$ cat src/rtl/trace_mem_ctrl_pkg.sv
// Shared types and constants for the trace memory controller and its Tracer-facing logic.
package trace_mem_ctrl_pkg;

  localparam int TRB_WIDTH      = 32;
  localparam int TRB_MAX_TRACES = 4;
  localparam int TRB_DEPTH      = 64;

  typedef enum logic [1:0] {
    trace_mode,
    rw_stream_mode,
    w_stream_mode,
    r_stream_mode
  } trg_mode_t;

  typedef enum logic [1:0] {
    IDLE,
    ARMED,
    POST,
    DONE
  } mem_state_t;

endpackage

$ cat src/rtl/trb_ram.sv
// Simple dual-port trace RAM: synchronous write, registered synchronous read (BRAM-friendly).
module trb_ram #(
  parameter int WIDTH     = 32,
  parameter int DEPTH     = 64,
  parameter int ADDR_BITS = $clog2(DEPTH)
) (
  input  logic                 clk_i,
  input  logic                 we_i,
  input  logic [ADDR_BITS-1:0] waddr_i,
  input  logic [WIDTH-1:0]     wdata_i,
  input  logic                 re_i,
  input  logic [ADDR_BITS-1:0] raddr_i,
  output logic [WIDTH-1:0]     rdata_o
);

  logic [WIDTH-1:0] mem_q [DEPTH];
  logic [WIDTH-1:0] rdata_q;

  always_ff @(posedge clk_i) begin
    if (we_i) mem_q[waddr_i] <= wdata_i;
    if (re_i) rdata_q <= mem_q[raddr_i];
  end

  assign rdata_o = rdata_q;

endmodule

$ cat src/rtl/trace_mem_ctrl.sv
// Memory-side responder for the Tracer word interface: ring buffer store path, load path
// with one-cycle grants, trigger position latch and delayed-trigger generation.
module trace_mem_ctrl
  import trace_mem_ctrl_pkg::*;
#(
  parameter int TRB_WIDTH = trace_mem_ctrl_pkg::TRB_WIDTH,
  parameter int TRB_DEPTH = trace_mem_ctrl_pkg::TRB_DEPTH,
  parameter int ADDR_BITS = $clog2(TRB_DEPTH),
  parameter int POS_BITS  = $clog2(TRB_WIDTH)
) (
  input  logic                 CLK_I,
  input  logic                 RST_I,
  input  trg_mode_t            MODE_I,
  input  logic [ADDR_BITS-1:0] TRG_DELAY_I,
  input  logic [TRB_WIDTH-1:0] DATA_I,
  input  logic                 STORE_I,
  output logic                 STORE_PERM_O,
  input  logic                 LOAD_REQUEST_I,
  output logic                 LOAD_GRANT_O,
  output logic [TRB_WIDTH-1:0] DATA_O,
  input  logic                 TRG_EVENT_I,
  input  logic [POS_BITS-1:0]  EVENT_POS_I,
  output logic                 TRG_DELAYED_O,
  output logic [ADDR_BITS-1:0] EVENT_ADDR_O,
  output logic [POS_BITS-1:0]  EVENT_POS_O,
  output mem_state_t           DBG_STATE_O,
  output logic [ADDR_BITS:0]   DBG_COUNT_O
);

  localparam logic [ADDR_BITS:0] DEPTH_CNT = (ADDR_BITS+1)'(TRB_DEPTH);

  // Handshake: a word is taken on any edge where STORE_I && STORE_PERM_O; a load request
  // sampled high with data available yields LOAD_GRANT_O for exactly the next cycle with
  // DATA_O valid in that cycle; requests seen without data are held pending until served.

  mem_state_t           state_q, state_d;
  logic [ADDR_BITS-1:0] wr_ptr_q, wr_ptr_d, rd_ptr_q, rd_ptr_d;
  logic [ADDR_BITS-1:0] post_cnt_q, post_cnt_d;
  logic [ADDR_BITS:0]   count_q, count_d, loads_left_q, loads_left_d;
  logic                 pending_q, pending_d, grant_q, grant_d;
  logic                 trg_delayed_q, trg_delayed_d;
  logic [ADDR_BITS-1:0] event_addr_q;
  logic [POS_BITS-1:0]  event_pos_q;
  logic                 store_perm, store_ok, avail, req_active, trg_latch, done_entry;
  logic [TRB_WIDTH-1:0] rdata;

  always_ff @(posedge CLK_I or posedge RST_I) begin
    if (RST_I) state_q <= IDLE;
    else       state_q <= state_d;
  end

  always_comb begin
    state_d    = state_q;
    post_cnt_d = post_cnt_q;
    case (state_q)
      IDLE:  state_d = ARMED;
      ARMED: if (store_ok && TRG_EVENT_I) begin
        post_cnt_d = '0;
        state_d    = (TRG_DELAY_I == '0) ? DONE : POST;
      end
      POST: if (store_ok) begin
        post_cnt_d = post_cnt_q + 1'b1;
        if (post_cnt_d == TRG_DELAY_I) state_d = DONE;
      end
      default: state_d = state_q;
    endcase
  end

  always_comb begin
    store_perm = 1'b0;
    avail      = 1'b0;
    if (state_q != IDLE) begin
      case (MODE_I)
        trace_mode: begin
          store_perm = (state_q == ARMED) || (state_q == POST);
          avail      = (state_q == DONE) && (loads_left_q != '0);
        end
        rw_stream_mode: begin
          store_perm = (count_q != DEPTH_CNT);
          avail      = (count_q != '0);
        end
        w_stream_mode:  store_perm = (count_q != DEPTH_CNT);
        default:        avail      = 1'b1;
      endcase
    end
  end

  assign store_ok   = STORE_I && store_perm;
  assign req_active = pending_q || (LOAD_REQUEST_I && !grant_q);
  assign grant_d    = req_active && avail;
  assign pending_d  = req_active && !avail;
  assign trg_latch  = (state_q == ARMED) && store_ok && TRG_EVENT_I;
  assign done_entry = (state_q != DONE) && (state_d == DONE);
  assign wr_ptr_d   = store_ok ? wr_ptr_q + 1'b1 : wr_ptr_q;

  // Trace readout starts at the oldest word, which is where the next write would have gone.
  always_comb begin
    rd_ptr_d     = grant_d ? rd_ptr_q + 1'b1 : rd_ptr_q;
    loads_left_d = loads_left_q;
    count_d      = count_q;
    if (MODE_I == trace_mode) begin
      if (done_entry) begin
        rd_ptr_d     = wr_ptr_d;
        loads_left_d = DEPTH_CNT;
      end else if (grant_d) begin
        loads_left_d = loads_left_q - 1'b1;
      end
    end
    if (MODE_I == rw_stream_mode || MODE_I == w_stream_mode)
      count_d = count_q + (ADDR_BITS+1)'(store_ok) - (ADDR_BITS+1)'(grant_d);
    case (MODE_I)
      rw_stream_mode: trg_delayed_d = (count_d != '0);
      r_stream_mode:  trg_delayed_d = 1'b1;
      default:        trg_delayed_d = (state_d == DONE);
    endcase
  end

  always_ff @(posedge CLK_I or posedge RST_I) begin
    if (RST_I) begin
      wr_ptr_q      <= '0;
      rd_ptr_q      <= '0;
      post_cnt_q    <= '0;
      count_q       <= '0;
      loads_left_q  <= '0;
      pending_q     <= 1'b0;
      grant_q       <= 1'b0;
      trg_delayed_q <= 1'b0;
      event_addr_q  <= '0;
      event_pos_q   <= '0;
    end else begin
      wr_ptr_q      <= wr_ptr_d;
      rd_ptr_q      <= rd_ptr_d;
      post_cnt_q    <= post_cnt_d;
      count_q       <= count_d;
      loads_left_q  <= loads_left_d;
      pending_q     <= pending_d;
      grant_q       <= grant_d;
      trg_delayed_q <= trg_delayed_d;
      if (trg_latch) begin
        event_addr_q <= wr_ptr_q;
        event_pos_q  <= EVENT_POS_I;
      end
    end
  end

  trb_ram #(
    .WIDTH     (TRB_WIDTH),
    .DEPTH     (TRB_DEPTH),
    .ADDR_BITS (ADDR_BITS)
  ) u_ram (
    .clk_i   (CLK_I),
    .we_i    (store_ok),
    .waddr_i (wr_ptr_q),
    .wdata_i (DATA_I),
    .re_i    (grant_d),
    .raddr_i (rd_ptr_q),
    .rdata_o (rdata)
  );

  // RAM read register has no reset, so the output is qualified by the grant.
  assign DATA_O        = grant_q ? rdata : '0;
  assign STORE_PERM_O  = store_perm;
  assign LOAD_GRANT_O  = grant_q;
  assign TRG_DELAYED_O = trg_delayed_q;
  assign EVENT_ADDR_O  = event_addr_q;
  assign EVENT_POS_O   = event_pos_q;
  assign DBG_STATE_O   = state_q;
  assign DBG_COUNT_O   = count_q;

endmodule

$ cat config.mk
export PLATFORM = sky130hd
export DESIGN_NAME = trace_mem_ctrl
export DESIGN_NICKNAME = d
export VERILOG_FILES = /design/src/rtl/trace_mem_ctrl_pkg.sv /design/src/rtl/trb_ram.sv /design/src/rtl/trace_mem_ctrl.sv
export SDC_FILE = /design/constraint.sdc
export NUM_CORES = 2
export LEC_CHECK = 0
export ABC_AREA = 1
export BUFFER_PORTS_ARGS = -buffer_cell sky130_fd_sc_hd__buf_4
export CORE_AREA = 2 2 376 378
export DETAILED_ROUTE_END_ITERATION = 10
export DIE_AREA = 0 0 378 380
export PLACE_DENSITY = 0.73
export REMOVE_ABC_BUFFERS = 1
export SLEW_MARGIN = 10
export SYNTH_ARGS = -nofsm -noshare
export SYNTH_HDL_FRONTEND = slang
export SYNTH_SLANG_ARGS = --single-unit
$ cat constraint.sdc
create_clock -name CLK_I -period 4.7 [get_ports CLK_I]
set_clock_uncertainty 0.1 [all_clocks]
set_input_delay 0.94 -clock CLK_I [delete_from_list [all_inputs] [get_ports CLK_I]]
set_output_delay 0.94 -clock CLK_I [all_outputs]
set_load 0.02 [all_outputs]
* Word level (Yosys, flattened, before mapping)
Memories as Yosys holds them, arrays and structs flattened. A register that Yosys moved wholly into a read port is not among the register bits.
Cells that the tools add are included.
** Word-level totals
- Register bits :: 48
- Bits in writable memories :: 2048
- Output and inout port bits :: 55
- Memories :: 1
** Cells by class
- $add $sub $neg :: 6
- Equality and inequality tests :: 12
- Muxes and demuxes :: 23
- Reduce and logical (&&, ||, !) cells :: 26
** Memories
- u_ram.mem_q :: words 64, width 32, rd ports 1, clocked after memory_dff 1, wr ports 1, line trb_ram.sv:16 : logic [WIDTH-1:0] mem_q [DEPTH];
** Operator list (number)
- $mux 6 :: 6
- $mux 32 :: 1
- $mux 7 :: 3
- $reduce_bool 7->1 :: 3
- $add 6x1->6 const B :: 3
- $pmux 6 s2 :: 1
- $eq 2x2->1 const B :: 5
- $logic_and 1x1->1 :: 9
- $add 7x1->7 :: 1
- $ne 7x7->1 const B :: 1
- $sub 7x1->7 :: 1
- $sub 7x1->7 const B :: 1
- $eq 6x6->1 :: 1
- $logic_not 6->1 :: 1
- $mux 2 :: 3
- $ne 2x2->1 const B :: 3
- $pmux 2 s3 :: 1
- $reduce_bool 2->1 :: 3
- $mux 1 :: 5
- $eq 2x1->1 const B :: 2
- $logic_not 2->1 :: 2
- $pmux 1 s2 :: 2
- $logic_or 1x1->1 :: 3
- $pmux 1 s3 :: 1
- 4 further kinds :: 5

* Depth between registers and ports, before layout
- Word-level depth :: 12
- Gate-level depth with buffers :: 24
- Gate-level depth less buffers :: 24

* By module
Synthesis repeated with hierarchy kept, for this count alone.
** Unflattened totals
- Cell total of the unflattened synthesis :: 7191
- Area total of the unflattened synthesis :: 86232.7 um2
** Modules (own cells, without submodules)
- trb_ram :: instances 1, cells an instance 6769, area an instance 83058.4 um2, sequential area each 62459.9 um2
- trace_mem_ctrl :: instances 1, cells an instance 422, area an instance 3174.3 um2, sequential area each 1201.2 um2

* Worst setup path after synthesis
OpenSTA, ideal clock, no wires.
- Path type :: input port to flip-flop
- From :: input MODE_I[0]
- To :: memory u_ram.mem_q[39][0], enable pin
- Setup time :: 0.461 ns
- Arrival :: 4.137 ns
- Path slack :: 0.001 ns
- Cell stages on the path :: 8
- Buffers on the path :: 0
- Cells stage by stage :: ha_1 -> nor2_1 -> nand3_4 -> clkinv_2 -> nand2_1 -> nor2_1 -> nand2_1 -> nor3_1
** Between the ends
- Longest elaborated chain between the ends :: 7
** Ends and longest elaborated chain
- start: declaration :: line trace_mem_ctrl.sv:13 : input trg_mode_t MODE_I,
- $eq 2x1->1 / $eq 2x2->1 (equally long branches) :: line trace_mem_ctrl.sv:73 : case (MODE_I)
- $reduce_or 2->1 (no source line)
- $pmux 1 s2 * :: line trace_mem_ctrl.sv:73
- $mux 1 * :: line trace_mem_ctrl.sv:72 : if (state_q != IDLE) begin
- $logic_and 1x1->1 * :: line trace_mem_ctrl.sv:88 : assign store_ok = STORE_I && store_perm;
- $mux 1 * :: line trb_ram.sv:20 : if (we_i) mem_q[waddr_i] <= wdata_i;
- $mux 1 (implied by the code) * :: line trb_ram.sv:20
- end: declaration :: line trb_ram.sv:16
Mark *: on every way between the ends. The rest lies on a longest branch, timed or not.

==> results.toml <==
[outcome]
outcome = "completed"

[critical_path]
crit_fanout = 87
crit_type = "flip-flop to flip-flop"
critPathCaptureType = "flip-flop"
cp_slowest_stage_delay_ps = 920
critical_path.top_delay_family = "compound AO/OA/AOI/OAI gates"
crit_required_ps = 5320
arrival_ps = 4250
critPathLaunchType = "flip-flop"
r2r_cells = 6
path_cells = "buf_4 -> o21ai_0 -> o221ai_1 -> nand3_1 -> a31oi_1 -> a32o_1"
timing.critical_path.buf_inv = 1
critPathSlowestCell = "dfrtp_4"
path_depth = 6

[run]
drv_cap = 0

[sta]
period_minus_slack_ps = 3640
fin_crit_sh_pct = 77.4
tightest_slew_ps = 1130
hold_viol_final = 0
setup_tns_ps = 0
finalSetupViolations = 0
maxSlewHeadroom_pct = 24.8
rsz0062_at_grt = "false"
fmax_ghz = 0.275
slew_violations = 0

[yosys]
yosys_register_bits = 2128
ys_top_cells_by_area = "edfxtp_1, o21ai_0, nor2_1"
synth.distinct_cells = 42
syn_avg_cell_area_um2 = 13.6
synth_top_area_share_pct = 74.9
syn_inst = 6137
yosysSeqAreaShare_pct = 76.4
yosys.area.top_type = "edfxtp_1"
yosysWarnings = 0
synthesis.area_um2 = 83400

[floorplan]
rows = 137
die_w_um = 378
start_util_pct = 59.9
die-area_um2 = 144000
die_y_um = 380
core-area_um2 = 139000
io_pins = 105

[finish]
area_growth_syn_to_layout_pct = 12.7
nNetsFinal = 6283
final_util_pct = 67.5
drive_gt1_share_pct = 10.7

[cts]
holdBufCountCts = 0
clockBufferDepth = 3
clk_pin_slew_ps = 60
cts_root_buffer = "clkbuf_16"
insertion_delay_ps = 860
cts_tree = "done"
clkSinkCount = 2128
cts_resized = 0
cts_buffers = 203
postCtsSetupRepairBufs = 0
h-tree-depth = 4

[power_and_ir_drop]
power_mw = 56.2
power.density_nw_per_um2 = 598
ir_drop_v = 0.000660
p_leak_nw = 30.3

[placed_design]
gp_congestion = 0.916
io_buffers = 104
dp.final_hpwl_um = 134000

[drt]
drc = 0
wl_per_cell_um = 29.2
vias = 55000
avgViaCountPerCell = 6.66
routed_wl_um = 241000
drtAntennaViolNets = 0
drt_iter0_drc = 9164
first_pass_iters = 9

[grt]
grt-ovfl-total = 0
grt_util_all_layers_pct = 33.3
grt_max_degree = 181
grt_pass1_vias = 52300
antenna_found_initial = 14
grt_pass1_wl_um = 348000

[min_path]
hold_class = "input port to async pin"
cell families (layout without fill, tap and decap cells):
logic type               count (synthesis)  in the layout  synth area share, %
XOR/XNOR                                20             20                0.210
AND/OR/NAND/NOR                       1625           1625                 7.78
other                                    0              4                    0
flip-flops                            2128           2128                 76.4
buffers and inverters                  539            786                 2.65
adder cells (fa/ha/maj)                 22             22                0.339
multiplexers                             6              6               0.0795
AO/OA/AOI/OAI                         1797           1797                 12.6
through the flow:
| step | hold slack, ps | std cells | setup slack [ps] | cell area, µm² |
|---|---|---|---|---|
| 6_report | 145 | 8264 | 1060 | 94000 |
| 3_3_place_gp | 382 | 7882 | 325 | 87500 |
| 4_1_cts | 128 | 8260 | 1090 | 93900 |
| 2_1_floorplan | 364 | 5698 | -31310 | 81600 |
| 5_1_grt | 185 | 8262 | 643 | 94000 |
| 3_5_place_dp | 386 | 7882 | 468 | 87500 |
Yosys cell counts (all sizes together):
| cell | count |
|---|---|
| a31oi | 33 |
| clkinv | 2 |
| nor2 | 1120 |
| nand3 | 164 |
| mux2i | 1 |
| o22ai | 316 |
| o221ai | 198 |
| edfxtp | 2080 |
| a21oi | 108 |
| o31ai | 2 |
| o211ai | 58 |
| a32o | 32 |
| ha | 21 |
| dfrtp | 48 |
| clkbuf | 300 |
| buf | 139 |
| nand3b | 1 |
| mux2 | 5 |
| nand4 | 37 |
| nor4 | 1 |
| fa | 1 |
| nand2 | 293 |
| nor3 | 8 |
| o21ai | 1050 |
| xnor2 | 3 |
| xor2 | 17 |
| inv | 98 |
| or2 | 1 |
power by group:
group / total, mW / internal (mW) / switching [mW]
sequential: 21.9 / 21.4 / 0.478
clock: 15.8 / 8.86 / 6.98
combinational: 18.5 / 4.92 / 13.5
registers in the layout, summed over array words and instances (netlist names), 2 cells and up:
signal / cells
u_ram.mem_q: 2048
u_ram.rdata_o: 32
DBG_COUNT_O: 7
loads_left_q: 7
EVENT_ADDR_O: 6
post_cnt_q: 6
rd_ptr_q: 6
wr_ptr_q: 6
EVENT_POS_O: 5
DBG_STATE_O: 2
metal layers:
metal | global-route usage, % | vias up | share of wire, %
li1 | - | 23300 | -
met1 | 45.4 | 27200 | 36
met2 | 50.8 | 3854 | 46
met3 | 8.47 | 625 | 13
met4 | 15.9 | 12 | 5.0
met5 | 0 | - | 0.036
final cells by class:
type                    instances  area, µm²
well taps                    1876       2350
clock buffers                 263       5420
multi-input cells            3470      18000
flip-flops and latches       2128      63700
clock inverters               115        992
fillers                      9426      45200
repair buffers                308       3100
diodes                          4       10.0
inverters                     100        415
layout by cell type (no fill, tap or decap), types with 21 or more instances in the layout:
cell type and n:
o211ai_1 58, dfrtp_1 42, clkinv_1 44, a32o_1 32, nand4_1 36, ha_1 21
clkbuf_1 53, o22ai_1 316, a21oi_1 108, o21ai_0 1044, clkinv_2 40, buf_12 63
inv_1 91, nand3_1 161, edfxtp_1 2080, a31oi_1 32, nor2_1 1056, nor2_4 64
buf_4 245, clkbuf_16 207, o221ai_1 198, nand2_1 290
path summary, 6_finish.rpt:
path                                                   from                          end  slack, ps
min in group CLK_I                           EVENT_POS_I[3]   EVENT_POS_O[3]$_DFFE_PP0P_        240
worst max-delay path                  rd_ptr_q[0]$_DFF_PP0_   u_ram.rdata_o[2]$_DFFE_PN_       1060
worst min register to register  EVENT_ADDR_O[3]$_DFFE_PP0P_  EVENT_ADDR_O[3]$_DFFE_PP0P_        400
max in group asynchronous                             RST_I        rd_ptr_q[1]$_DFF_PP0_       3550
worst min-delay path                                  RST_I  EVENT_ADDR_O[2]$_DFFE_PP0P_        140
worst max register to register        rd_ptr_q[0]$_DFF_PP0_   u_ram.rdata_o[2]$_DFFE_PN_       1060
worst register-to-register path, delay by kind of cell, from the launching register on:
family          cells  cell delay (ps)
compound gates      4             1380
buf+inv             1              850
flops               1              920
simple gates        1              260
No activity file was read; power rests on OpenSTA's default activity.
